===== src/rtl/channel_mux_fifo_if.sv =====
// Bundled producer/consumer signals for channel_mux_fifo: N_CH input channels
// merged onto one output channel, with latency feedback in both directions.
interface channel_mux_fifo_if #(
  parameter int N_CH                = 4,
  parameter int N                   = 10,
  parameter int LATENCY_COUNT_WIDTH = 6
);
  logic [N_CH-1:0]                     in_valid;
  logic [N_CH*N-1:0]                   in_data;
  logic [N_CH-1:0]                     in_ready;
  logic [N_CH*LATENCY_COUNT_WIDTH-1:0] in_latency;
  logic                                out_valid;
  logic [N-1:0]                        out_data;
  logic [$clog2(N_CH)-1:0]             out_chan;
  logic                                out_ready;
  logic [LATENCY_COUNT_WIDTH-1:0]      out_latency;

  modport master (
    output in_valid, in_data, out_ready, out_latency,
    input  in_ready, in_latency, out_valid, out_data, out_chan
  );

  modport slave (
    input  in_valid, in_data, out_ready, out_latency,
    output in_ready, in_latency, out_valid, out_data, out_chan
  );
endinterface


===== src/rtl/channel_mux_fifo.sv =====
// Per-channel FIFOs merged onto one output by a round-robin or fixed-priority
// arbiter that locks its grant while the consumer stalls.
module channel_mux_fifo #(
  parameter int N_CH                = 4,
  parameter int N                   = 10,
  parameter int DEPTH               = 4,
  parameter int LATENCY_COUNT_WIDTH = 6,
  parameter int ARB_MODE            = 0
) (
  input logic               clk,
  input logic               rst,
  channel_mux_fifo_if.slave bus
);
  localparam int CW   = $clog2(N_CH);
  localparam int PW   = $clog2(DEPTH);
  localparam int CNTW = PW + 1;
  localparam int LW   = LATENCY_COUNT_WIDTH;
  localparam int SW   = LW + 2;
  localparam logic [SW-1:0] LAT_MAX = SW'((1 << LW) - 1);

  typedef enum logic {IDLE, LOCKED} arb_state_t;

  arb_state_t state, state_next;

  logic [N-1:0]    mem [N_CH][DEPTH];
  logic [PW-1:0]   wr_ptr [N_CH];
  logic [PW-1:0]   rd_ptr [N_CH];
  logic [CNTW-1:0] count  [N_CH];

  logic [N_CH-1:0]    ready, push, pop, nonempty;
  logic [CW-1:0]      grant, rr_grant, fp_grant, lock_grant, last_grant, idx;
  logic               rr_found, fp_found, valid, fire;
  logic [N-1:0]       head, hold_data;
  logic [CW-1:0]      hold_chan;
  logic [SW-1:0]      lat_sum;
  logic [N_CH*LW-1:0] lat_vec;

  // Ready is forced low while reset is held so no word is taken during reset.
  always_comb begin
    ready    = '0;
    nonempty = '0;
    push     = '0;
    pop      = '0;
    for (int unsigned i = 0; i < N_CH; i++) begin
      nonempty[i] = (count[i] != '0);
      ready[i]    = !rst && (count[i] != CNTW'(DEPTH));
      push[i]     = bus.in_valid[i] && ready[i];
      pop[i]      = fire && (grant == CW'(i));
    end
  end

  always_comb begin
    rr_grant = last_grant;
    rr_found = 1'b0;
    idx      = '0;
    for (int unsigned k = 0; k < N_CH; k++) begin
      idx = CW'((32'(last_grant) + k + 1) % N_CH);
      if (!rr_found && nonempty[idx]) begin
        rr_grant = idx;
        rr_found = 1'b1;
      end
    end
  end

  always_comb begin
    fp_grant = '0;
    fp_found = 1'b0;
    for (int unsigned k = 0; k < N_CH; k++) begin
      if (!fp_found && nonempty[k]) begin
        fp_grant = CW'(k);
        fp_found = 1'b1;
      end
    end
  end

  always_comb begin
    valid = |nonempty;
    fire  = valid && bus.out_ready;
    if (state == LOCKED)
      grant = lock_grant;
    else
      grant = (ARB_MODE == 1) ? fp_grant : rr_grant;
    head = mem[grant][rd_ptr[grant]];
  end

  always_comb begin
    state_next = state;
    case (state)
      IDLE:    if (valid && !bus.out_ready) state_next = LOCKED;
      LOCKED:  if (bus.out_ready)           state_next = IDLE;
      default: state_next = IDLE;
    endcase
  end

  always_ff @(posedge clk or posedge rst) begin
    if (rst) state <= IDLE;
    else     state <= state_next;
  end

  always_ff @(posedge clk or posedge rst) begin
    if (rst) begin
      lock_grant <= '0;
      last_grant <= CW'(N_CH - 1);
      hold_data  <= '0;
      hold_chan  <= '0;
    end else begin
      if (state == IDLE && valid && !bus.out_ready) lock_grant <= grant;
      if (fire && ARB_MODE == 0)                     last_grant <= grant;
      if (valid) begin
        hold_data <= head;
        hold_chan <= grant;
      end
    end
  end

  always_ff @(posedge clk or posedge rst) begin
    if (rst) begin
      for (int unsigned i = 0; i < N_CH; i++) begin
        wr_ptr[i] <= '0;
        rd_ptr[i] <= '0;
        count[i]  <= '0;
      end
    end else begin
      for (int unsigned i = 0; i < N_CH; i++) begin
        if (push[i]) wr_ptr[i] <= wr_ptr[i] + 1'b1;
        if (pop[i])  rd_ptr[i] <= rd_ptr[i] + 1'b1;
        case ({push[i], pop[i]})
          2'b10:   count[i] <= count[i] + 1'b1;
          2'b01:   count[i] <= count[i] - 1'b1;
          default: count[i] <= count[i];
        endcase
      end
    end
  end

  // Storage carries no reset: occupancy alone decides what is visible.
  always_ff @(posedge clk) begin
    for (int unsigned i = 0; i < N_CH; i++)
      if (push[i]) mem[i][wr_ptr[i]] <= bus.in_data[i*N +: N];
  end

  always_comb begin
    lat_vec = '0;
    lat_sum = '0;
    for (int unsigned i = 0; i < N_CH; i++) begin
      lat_sum = SW'(count[i]) + SW'(bus.out_latency) + SW'(1);
      lat_vec[i*LW +: LW] = (lat_sum > LAT_MAX) ? LAT_MAX[LW-1:0] : lat_sum[LW-1:0];
    end
  end

  assign bus.in_ready   = ready;
  assign bus.in_latency = lat_vec;
  assign bus.out_valid  = valid;
  assign bus.out_data   = valid ? head  : hold_data;
  assign bus.out_chan   = valid ? grant : hold_chan;
endmodule

===== src/flat_wrapper.sv =====
// flat-port wrapper written by rule: the top's interface ports become plain ports
module channel_mux_fifo_flat 
#(
  parameter int N_CH                = 4,
  parameter int N                   = 10,
  parameter int DEPTH               = 4,
  parameter int LATENCY_COUNT_WIDTH = 6,
  parameter int ARB_MODE            = 0
)
  (clk, rst, bus_in_valid, bus_in_data, bus_out_ready, bus_out_latency, bus_in_ready, bus_in_latency, bus_out_valid, bus_out_data, bus_out_chan);
  channel_mux_fifo_if #(.N_CH(N_CH), .N(N), .LATENCY_COUNT_WIDTH(LATENCY_COUNT_WIDTH)) bus_i ();
  input logic clk;
  input logic rst;
  input wire logic [$bits(bus_i.in_valid)-1:0] bus_in_valid;
  input wire logic [$bits(bus_i.in_data)-1:0] bus_in_data;
  input wire logic [$bits(bus_i.out_ready)-1:0] bus_out_ready;
  input wire logic [$bits(bus_i.out_latency)-1:0] bus_out_latency;
  output wire logic [$bits(bus_i.in_ready)-1:0] bus_in_ready;
  output wire logic [$bits(bus_i.in_latency)-1:0] bus_in_latency;
  output wire logic [$bits(bus_i.out_valid)-1:0] bus_out_valid;
  output wire logic [$bits(bus_i.out_data)-1:0] bus_out_data;
  output wire logic [$bits(bus_i.out_chan)-1:0] bus_out_chan;
  assign bus_i.in_valid = bus_in_valid;
  assign bus_i.in_data = bus_in_data;
  assign bus_i.out_ready = bus_out_ready;
  assign bus_i.out_latency = bus_out_latency;
  assign bus_in_ready = bus_i.in_ready;
  assign bus_in_latency = bus_i.in_latency;
  assign bus_out_valid = bus_i.out_valid;
  assign bus_out_data = bus_i.out_data;
  assign bus_out_chan = bus_i.out_chan;
  channel_mux_fifo #(.N_CH(N_CH), .N(N), .DEPTH(DEPTH), .LATENCY_COUNT_WIDTH(LATENCY_COUNT_WIDTH), .ARB_MODE(ARB_MODE)) u_core (.clk(clk), .rst(rst), .bus(bus_i));
endmodule

===== config.mk =====
export PLATFORM = sky130hd
export DESIGN_NAME = channel_mux_fifo_flat
export DESIGN_NICKNAME = d
export VERILOG_FILES = /design/src/rtl/channel_mux_fifo_if.sv /design/src/rtl/channel_mux_fifo.sv /design/src/flat_wrapper.sv
export SDC_FILE = /design/constraint.sdc
export NUM_CORES = 1
export LEC_CHECK = 0
export ABC_AREA = 1
export CORE_MARGIN = 5
export CORE_UTILIZATION = 50
export DETAILED_ROUTE_END_ITERATION = 7
export MAX_ROUTING_LAYER = met4
export PLACE_DENSITY = 0.71
export SYNTH_ARGS = -nofsm -noshare
export SYNTH_HDL_FRONTEND = slang
export SYNTH_SLANG_ARGS = --single-unit

===== constraint.sdc =====
create_clock -name clk -period 4.49 [get_ports clk]
set_input_delay 1.347 -clock clk [delete_from_list [all_inputs] [get_ports clk]]
set_output_delay 1.347 -clock clk [all_outputs]
set_load 0.05 [all_outputs]

[Word level (Yosys, flattened, before mapping)]
Memories as Yosys holds them, arrays and structs flattened.
Cells that the tools add are included.
Operators by class
  equal/unequal tests: 15
  $add $sub $neg: 30
  multiplexer cells: 51
  magnitude comparators: 18
  bitwise gates (word level): 7
  reductions and logical operators: 38
Operators by type and width (count)
  two-way mux 40 bit: 4
  demux 10 bit (select 2 bit): 4
  two-way mux 10 bit: 7
  adder 8 x 1 -> 8 bit (second input constant): 4
  > comparator 8 x 6 -> 1 bit (second input constant): 4
  adder 3 x 6 -> 7 bit: 4
  adder 2 x 1 -> 2 bit (second input constant): 12
  two-way mux 6 bit: 4
  case mux 3 bit (2 select lines): 4
  logical AND 1 bit: 23
  binary-select mux 10 bit (select 2 bit): 1
  >= comparator 3 bit (second input constant): 6
  inverter 2 -> 3 bit: 6
  two-way mux 2 bit: 8
  two-way mux 1 bit: 13
  adder 3 x 1 -> 3 bit (second input constant): 4
  equality test 2 bit (second input constant): 6
  < comparator 2 x 3 -> 1 bit (second input constant): 4
  < comparator 3 x 1 -> 1 bit (second input constant): 4
  inequality test 3 bit (second input constant): 4
  nonzero test 3 bit: 4
  subtractor 3 x 1 -> 3 bit (second input constant): 4
  equality test 2 x 1 -> 1 bit (second input constant): 5
  binary-select mux 1 bit (select 2 bit): 4
  8 further kinds: 16
Word-level totals
  bits of input ports: 53
  logic and storage cells: 177
  flip-flop bits (word level): 45
  memories kept: 1
  RAM bits: 160
Memories
  u_core.mem: depth 4, width 40, read ports 1, clocked after Yosys merged registers in 0, wr ports 4, line channel_mux_fifo.sv:25  | logic [N-1:0] mem [N_CH][DEPTH];

[Logic depth before layout (Yosys ltp)]
Gate-level depths: netlist (run 1).
  word-level depth: 23
  depth in mapped cells: 21
  mapped depth without buffers: 19

[Least setup slack after synthesis (run 1)]
OpenSTA, ideal clock, no wires.
  path type: input port to output port
  from: input bus_out_latency[0]
  to: output bus_in_latency[10]
  path buffers: 0
  arrival: 3535 ps
  cell stages on the path: 7
  slack: -392 ps
  data required time: 3143 ps
  path through: ha_1 -> fa_1 -> xor2_1 -> nand3_1 -> nand2_1 -> inv_1 -> o21ai_0
On the way
  word-level cells in the longest chain between the ends: 4
Ends and longest elaborated chain
  from (decl): line flat_wrapper.sv:17  | input wire logic [$bits(bus_i.out_latency)-1:0] bus_out_latency;
  adder 3 x 6 -> 7 bit (*): line channel_mux_fifo.sv:146  | lat_sum = SW'(count[i]) + SW'(bus.out_latency) + SW'(1);
  adder 8 x 1 -> 8 bit (*): line channel_mux_fifo.sv:146
  > comparator 8 x 6 -> 1 bit: line channel_mux_fifo.sv:147  | lat_vec[i*LW +: LW] = (lat_sum > LAT_MAX) ? LAT_MAX[LW-1:0] : lat_sum[LW-1:0];
  two-way mux 6 bit (*): line channel_mux_fifo.sv:147
  to (decl): line flat_wrapper.sv:19  | output wire logic [$bits(bus_i.in_latency)-1:0] bus_in_latency;
Every way passes the cells marked *; elsewhere a longest branch is shown, timed or not.

[Worst setup path after layout (run 1)]
  from: register u_core.last_grant[0]
  to: output bus_out_data[8]
On the way
  word-level cells in the longest chain between the ends: 23
  elaborated cells on any way between the ends: 38
  classes of those cells: 6 x add/sub; 23 x mux; 2 x bitwise; 6 x reduce/logical; 1 x memory
Ends and longest elaborated chain
  from (decl): line channel_mux_fifo.sv:31  | logic [CW-1:0] grant, rr_grant, fp_grant, lock_grant, last_grant, idx;
  from (signal assigned): line channel_mux_fifo.sv:103  | last_grant <= CW'(N_CH - 1);
  from (signal assigned): line channel_mux_fifo.sv:108  | if (fire && ARB_MODE == 0) last_grant <= grant;
  branches (longest 12 deep; another with adder 2 x 1 -> 2 bit)
  two-way mux 2 bit (*): line channel_mux_fifo.sv:58  | if (!rr_found && nonempty[idx]) begin
  two-way mux 2 bit (*): line channel_mux_fifo.sv:79  | if (state == LOCKED)
  inverter 2 -> 3 bit (implied by the code): line channel_mux_fifo.sv:83  | head = mem[grant][rd_ptr[grant]];
  binary-select mux 2 bit (select 2 bit): line channel_mux_fifo.sv:83
  two-way mux 2 bit (implied by the code) (2 in series): line channel_mux_fifo.sv:83
  inverter 2 -> 3 bit (implied by the code): line channel_mux_fifo.sv:83
  binary-select mux 10 bit (select 2 bit) (*): line channel_mux_fifo.sv:83
  two-way mux 10 bit (implied by the code) (*) (2 in series): line channel_mux_fifo.sv:83
  two-way mux 10 bit (*): line channel_mux_fifo.sv:154  | assign bus.out_data = valid ? head : hold_data;
  to (decl): line flat_wrapper.sv:21  | output wire logic [$bits(bus_i.out_data)-1:0] bus_out_data;
Every way passes the cells marked *. The select of a mux whose other input is x is not followed.

==> results by group, run 1 <==
Status
  • Outcome: finished, violations left
  • Failing checks: setup timing

STA
  • Hold Fails Final Rpt: 0
  • Clock Skew: 0.0210 ns
  • Relative slew slack: 0.365
  • Max Slew Vio Count: 0
  • Fin crit share: 1.08
  • Worst Max-Slew Pin Slew: between 0.9 and 1 ns
  • Setup repair after global routing missed its margin: true
  • Final setup viols: 12
  • Fin worst setup slack: -0.378 ns
  • Highest Clock Rate: about 0.21 GHz
  • Worst hold slack: 0.485 ns
  • Crit path time final: about 4.9 ns

Synth
  • Post-synthesis simple-gate area fraction: 0.241
  • Post-synthesis xor/xnor area fraction: 0.0362
  • Synth Register Bits: roughly 200
  • Synth Area in Compound Gates: 0.0279
  • Yosys warns: 0
  • Synth top area cells: edfxtp_1 46%, nand2_1 13%, dfrtp_1 10%, nand3_1 7.4%, ha_1 4.3%
  • Mean Syn Cell Area: approximately 9.6 um^2
  • Syn_nets: roughly 1200
  • Mapped Area: 10400 um^2
  • Yosys top cell by area: edfxtp_1
  • Multiplexer area fraction after synthesis: 0
  • Largest family of logic cells by synthesized area: simple AND/OR/NAND/NOR gates
  • Library cells used by synthesis: 34
  • Fraction of registers with async set/reset: 0.220
  • Main synth FF type: edfxtp_1
  • Post-synth top area share: 0.462
  • Register area share after synthesis: 0.570
  • Post-synth EDFFs: 160
  • Gate Count Post-Synth: around 1100
  • Post-synthesis adder-cell area fraction: 0.0587

Global routing
  • Met3 GRT Util: 0.0422
  • GRT Total Usage: 0.251
  • Met1 Track Usage GR: 0.306
  • Met2 Use GR: 0.423
  • Vias in the first global route: about 8500
  • GR peak layer: met2
  • Gr ovfl total: 0
  • First-pass GRT wire length: about 46 mm
  • Largest net degree at the start of global routing: between 40 and 50
  • Initial antenna violation count: 0

Placed design
  • DP HPWL: around 18 mm
  • Port Buffers: 93
  • Gpl congestion: between 0.8 and 0.9
  • Cell Count Post-Placement: around 1500

Critical path
  • Cell Chain, Critical Path: buf_4, nand2_2, nand2_4, nand3_2, nand2_2, nand2_1, nand2_2, nand2_4, nand3_4, nand2_8, buf_12, buf_12, buf_16, nand2_1, nand3_1, nand2_1, nand2_1, nand3_1, nand2_2, nand2_1, nand2_2, buf_12
  • CP Buf/Inv Count: 5
  • Critical Path Sink Type: primary output
  • Arr. time, crit path: 3.52 ns
  • Slowest library cell on the worst path: dfstp_2
  • Crit-path max cell delay: 0.64 ns
  • Worst Setup Start Kind: flip-flop
  • CP Data Required Time: ~3.1 ns
  • Crit path max-delay family: simple AND/OR/NAND/NOR gates
  • Worst setup path category: reg -> out
  • CP Max Fanout: 10

Finish
  • ANT cells: 0
  • Area growth from synthesis to layout: 41.2%
  • Final cell count without fillers: about 1600
  • Fraction of layout cells with a size suffix above 1: 0.307
  • Layout Nets: between 1000 and 1500

Die
  • Full die area: 23800 um^2
  • Die W: 154 um
  • Die height: between 150 and 200 um
  • Row count: between 50 and 60
  • Core area: 20400 um^2
  • Io pins: 94
  • Initial Util: 0.511

Detailed routing
  • Routed wire length: ~32 mm
  • Drt pass-1 iters: 5
  • Vias/cell: about 5.6
  • Via count of the routed design: between 8000 and 9000
  • Drc violations: 0
  • Antenna viol nets, final: 0
  • DRT iter0 DRCs: just over 1000
  • WL per Instance: roughly 20 um

CTS
  • CTS buffer count: 22
  • Clock sinks: slightly above 200
  • Clock slew at reported path FFs: 0.07 ns
  • CTS root buf: clkbuf_16
  • Worst skew pair latency: 0.52 ns
  • Max Root-Sink Buffers: 3
  • CTS tree: built
  • H-tree depth: 1

Flow run
  • Maxcap violations: 0

Min path
  • Hold Crit Class: reg -> reg
## cell usage in the layout, fill, tap and decap left out, types with 14 or more instances in the layout
cell and count:
nand2_1 304, nand2_2 48, ha_1 22, xnor2_1 14, nand3_1 116, a21oi_1 14
nor2_1 35, buf_4 114, buf_12 31, clkbuf_16 29, edfxtp_1 160, nand3_2 38
buf_6 21, inv_1 105, dfrtp_1 41, clkdlybuf4s50_1 47, xor2_1 18
## logic make-up (layout without fill, tap and decap cells)
logic type               after synthesis  count (layout)
AO/OA/AOI/OAI                         54              54
flip-flops                           205             205
buffers and inverters                154             384
adder cells (fa/ha/maj)               44              44
AND/OR/NAND/NOR                      584             585
XOR/XNOR                              43              43
## metal layers
metal,up-vias,share of wire
met1,4258,0.36
met3,109,0.091
met2,502,0.50
met4,0,0.052
li1,4006,-
met5,-,0
## metrics by stage
stage / area (um^2) / worst slack [ns] / utilization / setup TNS (ns)
after global placement: 12300 / -0.666 / 0.603 / -11.82
after global routing: 14700 / -0.468 / 0.721 / -4.62
final: 14700 / -0.378 / 0.721 / -2.71
after floorplan: 10400 / -0.0547 / - / -0.232
after detailed placement: 12300 / -0.724 / 0.603 / -12.33
after CTS: 14200 / -0.0272 / 0.695 / -0.110
## worst paths after layout
check                                           from               end  slack [ns]  cells past startpoint
max in group asynchronous                        rst  u_core.count[10]        2.23                      2
min in group asynchronous                        rst   u_core.count[5]        1.61                      2
worst min register to register      u_core.rd_ptr[5]  u_core.rd_ptr[5]        0.48                      1
worst max register to register  u_core.last_grant[0]   u_core.count[5]        0.79                     21
worst min-delay path                u_core.rd_ptr[5]  u_core.rd_ptr[5]        0.48                      1
worst max-delay path            u_core.last_grant[0]   bus_out_data[8]       -0.38                     22
## synthesized netlist by cell type, drive strengths merged, types with 4 or more instances
cell / n
nand3: 160
buf: 32
inv: 115
xor2: 28
dfrtp: 43
edfxtp: 160
nor2: 47
o21ai: 29
a32oi: 4
nor3: 4
clkbuf: 7
nand2: 366
a21oi: 18
ha: 36
fa: 8
xnor2: 15
## cell type report
cell class                      instances  area, um^2
Fill cell                            1317        5680
Inverter                              115         448
Clock buffer                           29         676
Tap cell                              270         338
Clock inverter                         10        65.1
Timing Repair Buffer                  230        2530
Multi-Input combinational cell        726        4700
Sequential cell                       205        5940
## flip-flops by register name, summed over array words and instances, names as in the netlist
signal,flops
u_core.count,12
u_core.hold_chan,2
u_core.hold_data,10
u_core.last_grant,2
u_core.lock_grant,2
u_core.mem,160
u_core.rd_ptr,8
u_core.state,1
u_core.wr_ptr,8
## what timing repair did
item                                    4_1_cts  5_1_grt
gates cloned                                  7        3
gates resized for setup                     170       87
endpoints found under the setup margin       34       35
pin swaps                                    61       34
buffers inserted                             32        9
hold buffers                                  0        0
## worst reg2reg max path: stages (launching register included)
cell     delay (ns)
dfstp_2        0.64
buf_4          0.16
nand2_2        0.08
nand2_4        0.12
nand3_2        0.11
nand2_2        0.11
nand2_1        0.08
nand2_2        0.09
nand2_4        0.05
nand3_4        0.12
buf_8          0.16
nand2_4        0.07
buf_4          0.16
nor2_1         0.19
inv_2          0.09
nor2_1         0.22
ha_1           0.19
inv_1          0.07
fa_1           0.39
a21oi_1        0.17
o21ai_0        0.14
xor2_1         0.17
Power of run 1 is left out: the tool's default activity adds up to more than one toggle a clock period on the data nets, which glitch-free logic cannot reach.
==> run 2, diff against run 1 <==
CORE_UTILIZATION = 58   (was 50)
PLACE_DENSITY = 0.8   (was 0.71)
==> run 2 against run 1 <==
Compared with the run above:
- the run ends with DRC, setup timing left
- first-iteration DRC count is 63% higher
- sequential share of layout area shrank 1.1 points
- maximum frequency shrank 7.9%
- worst setup slack got worse by 0.42 ns
- utilization rose by 13 points
- sequential cell count unchanged
- worst hold slack worse by 0.0051 ns
- clock skew shrank 0.0061 ns
- cell count shrank 1.5%
- clock-buffer cell count down 1
- global-route usage is 3.8 points higher
- largest cell class unchanged
- highest routed layer unchanged
==> results by group, run 2 (synthesized netlist as in run 1, its figures left out) <==
Critical path
  • CP Max Fanout: 18 (was 10)
  • Critical Path Sink Type: primary output (unchanged)
  • CP Data Required Time: 3.14 ns (about the same)
  • Worst Setup Start Kind: flip-flop (unchanged)
  • FF-to-FF Start: u_core.last_grant[0] (unchanged)
  • Crit path top cell by count: nand2_2
  • Register-to-Register Setup Slack: 0.59 ns (was 0.79 ns)
  • CP Buf/Inv Count: 4 (was 5)
  • Worst setup path category: reg -> out (unchanged)
  • Slowest library cell on the worst path: dfstp_2 (unchanged)
  • Cell Chain, Critical Path: clkinv_4, buf_4, nand3_4, nand3_1, nand2_2, nand3_4, nand2_4, nand3_4, nand2_8, buf_12, nand2_1, nand3_1, nand2_1, nand2_4, nand3_2, nand2_2, nand2_2, nand2_2, buf_12 (was buf_4, nand2_2, nand2_4, nand3_2, nand2_2, nand2_1, nand2_2, nand2_4, nand3_4, nand2_8, buf_12, buf_12, buf_16, nand2_1, nand3_1, nand2_1, nand2_1, nand3_1, nand2_2, nand2_1, nand2_2, buf_12)
  • Arr. time, crit path: 3.94 ns (was 3.52 ns)
  • Worst reg-to-reg path cell count: 18 (was 21)
  • Crit path max-delay family: simple AND/OR/NAND/NOR gates (unchanged)
  • RR Endpoint: u_core.count[11] (was u_core.count[5])
  • Crit-path max cell delay: 0.62 ns (was 0.64 ns)

Die
  • Initial Util: 0.585 (was 0.511)
  • Full die area: 20700 um^2 (was 23800 um^2)
  • Core area: 17800 um^2 (was 20400 um^2)
  • Io pins: 94 (unchanged)
  • Die W: 144 um (was 154 um)
  • Die height: 144 um (was 154 um)
  • Row count: 49 (was 52)

STA
  • Fin crit share: 1.18 (was 1.08)
  • Fin worst setup slack: -0.797 ns (was -0.378 ns)
  • Relative slew slack: 0.342 (was 0.365)
  • Setup_tns: -9.05 ns (was -2.71 ns)
  • Worst Max-Slew Pin Slew: 0.986 ns (was 0.950 ns)
  • Crit path time final: 5.29 ns (was 4.87 ns)
  • Setup repair after global routing missed its margin: true (unchanged)
  • Clock Skew: 0.0148 ns (was 0.0210 ns)
  • Max Slew Vio Count: 0 (unchanged)
  • Highest Clock Rate: 0.189 GHz (was 0.205 GHz)
  • Final setup viols: 27 (was 12)
  • Hold Fails Final Rpt: 0 (unchanged)

Global routing
  • Gr ovfl total: 0 (unchanged)
  • GRT Total Usage: 0.290 (was 0.251)
  • First-pass GRT wire length: 45.1 mm (was 45.7 mm)
  • Vias in the first global route: 8588 (was 8502)
  • Largest net degree at the start of global routing: 46 (unchanged)
  • Initial antenna violation count: 1 (was 0)

Detailed routing
  • WL per Instance: 26.7 um (was 20.2 um)
  • DRT iter0 DRCs: 1676 (was 1027)
  • Via count of the routed design: 10200 (was 8875)
  • Antenna viol nets, final: 0 (unchanged)
  • Routed wire length: 41.7 mm (was 31.9 mm)
  • Vias/cell: 6.56 (was 5.60)
  • Drt pass-1 iters: 8 (was 5)
  • Drc violations: 28 (was 0)

CTS
  • Clock slew at reported path FFs: 0.07 ns (about the same)
  • Clock sinks: 205 (unchanged)
  • Hold Buf Count CTS: 0 (unchanged)
  • H-tree depth: 1 (unchanged)
  • CTS buffer count: 22 (unchanged)
  • CTS tree: built (unchanged)
  • Max Root-Sink Buffers: 3 (unchanged)
  • CTS root buf: clkbuf_16 (unchanged)
  • Worst skew pair latency: 0.53 ns (was 0.52 ns)

Placed design
  • Port Buffers: 93 (unchanged)
  • DP HPWL: 18.1 mm (was 18.5 mm)
  • Cell Count Post-Placement: 1448 (was 1495)
  • Dpl cell area: 12200 um^2 (was 12300 um^2)
  • Gpl congestion: 0.942 (was 0.890)

Min path
  • Worst Hold Endpoint: u_core.rd_ptr[3] (was u_core.rd_ptr[5])
  • Hold Crit Class: reg -> reg (unchanged)
  • Hold Crit Start: u_core.rd_ptr[3] (was u_core.rd_ptr[5])
  • Hold Crit Depth: 1 (unchanged)

Finish
  • Final cell count without fillers: 1562 (was 1585)
  • Area growth from synthesis to layout: 44.9% (was 41.2%)
  • Design area: 15100 um^2 (was 14700 um^2)
  • Most common cell after layout, fill and taps aside: nand2_1 (unchanged)
  • Final-layout fill cell count: 733 (was 1317)
  • Fraction of layout cells with a size suffix above 1: 0.327 (was 0.307)
  • Layout Nets: 1415 (was 1397)
  • Final Util: 0.848 (was 0.721)
  • Multi-input combinational cell area: 4940 um^2 (was 4700 um^2)
  • Most frequent cells in the layout: 289 x nand2_1, 160 x edfxtp_1, 123 x buf_4 (was 304 x nand2_1, 160 x edfxtp_1, 116 x nand3_1)
  • Max reg flops: 160 (unchanged)
  • Register Area: 5930 um^2 (was 5940 um^2)

Flow run
  • Maxcap violations: 0 (unchanged)

Status
  • Failing checks: DRC, setup timing (was setup timing)
  • Outcome: finished, violations left (unchanged)
-- run 2: cell types whose count changed in the layout (fill, tap and decap cells not counted), moves of 6 or more --
| cell | previous run | this run |
|---|---|---|
| buf_4 | 114 | 123 |
| nand2_4 | 12 | 20 |
| nand2_2 | 48 | 54 |
| nand3_4 | 6 | 13 |
| nand3_1 | 116 | 110 |
| nand2_1 | 304 | 289 |
-- run 2: worst register-to-register path, delay by kind of cell (launching register included) --
kind / cells / cell delay (ns)
XOR/XNOR: 1 / 0.17
AO/OA/AOI/OAI: 2 / 0.29
flip-flops: 1 / 0.62
AND/OR/NAND/NOR: 8 / 1.40
buffers and inverters: 5 / 0.68
adder cells (fa/ha/maj): 2 / 0.63
-- run 2: metrics by stage --
| step | setup slack [ns] | hold slack [ns] |
|---|---|---|
| CTS | -0.0565 | 0.471 |
| global route | -0.812 | 0.499 |
| detailed placement | -0.686 | 0.457 |
| finish | -0.797 | 0.480 |
| global placement | -0.615 | 0.457 |
| floorplan | -0.0547 | 0.442 |
-- run 2: worst max-delay path by stage --
stage	start	cells past startpoint	end	slack, ns
6_report	u_core.last_grant[0]	19	bus_out_data[8]	-0.80
5_1_grt	u_core.last_grant[0]	20	bus_out_data[4]	-0.81
4_1_cts	u_core.last_grant[0]	20	bus_out_data[2]	-0.06
3_5_place_dp	bus_out_latency[0]	10	bus_in_latency[10]	-0.69
3_3_place_gp	bus_out_latency[0]	10	bus_in_latency[10]	-0.61
2_1_floorplan	bus_out_latency[0]	7	bus_in_latency[12]	-0.05
-- run 2: area by class of cell --
class / count / share of cell area
clock inverter: 10 / 0.00822
multi-input combinational: 726 / 0.328
sequential: 205 / 0.394
timing repair buffer: 248 / 0.183
clock buffer: 28 / 0.0387
antenna: 1 / 0.000166
inverter: 115 / 0.0299
tap: 229 / 0.0190
-- run 2: repair_timing --
action | CTS | global route
gates resized for setup | 123 | 182
pin swaps | 22 | 77
gates cloned | 3 | 13
setup endpoints to repair | 34 | 34
setup buffers | 21 | 38
-- run 2: layer usage --
metal | global-route usage | vias up | wire length, um | share of wire
met5 | - | - | 0 | 0
met4 | 0.0971 | 0 | 3820 | 0.091
met3 | 0.0459 | 405 | 5510 | 0.13
met2 | 0.495 | 1107 | 19400 | 0.47
met1 | 0.353 | 4707 | 13000 | 0.31
li1 | - | 4024 | - | -
Power of run 2 is left out for the same reason.
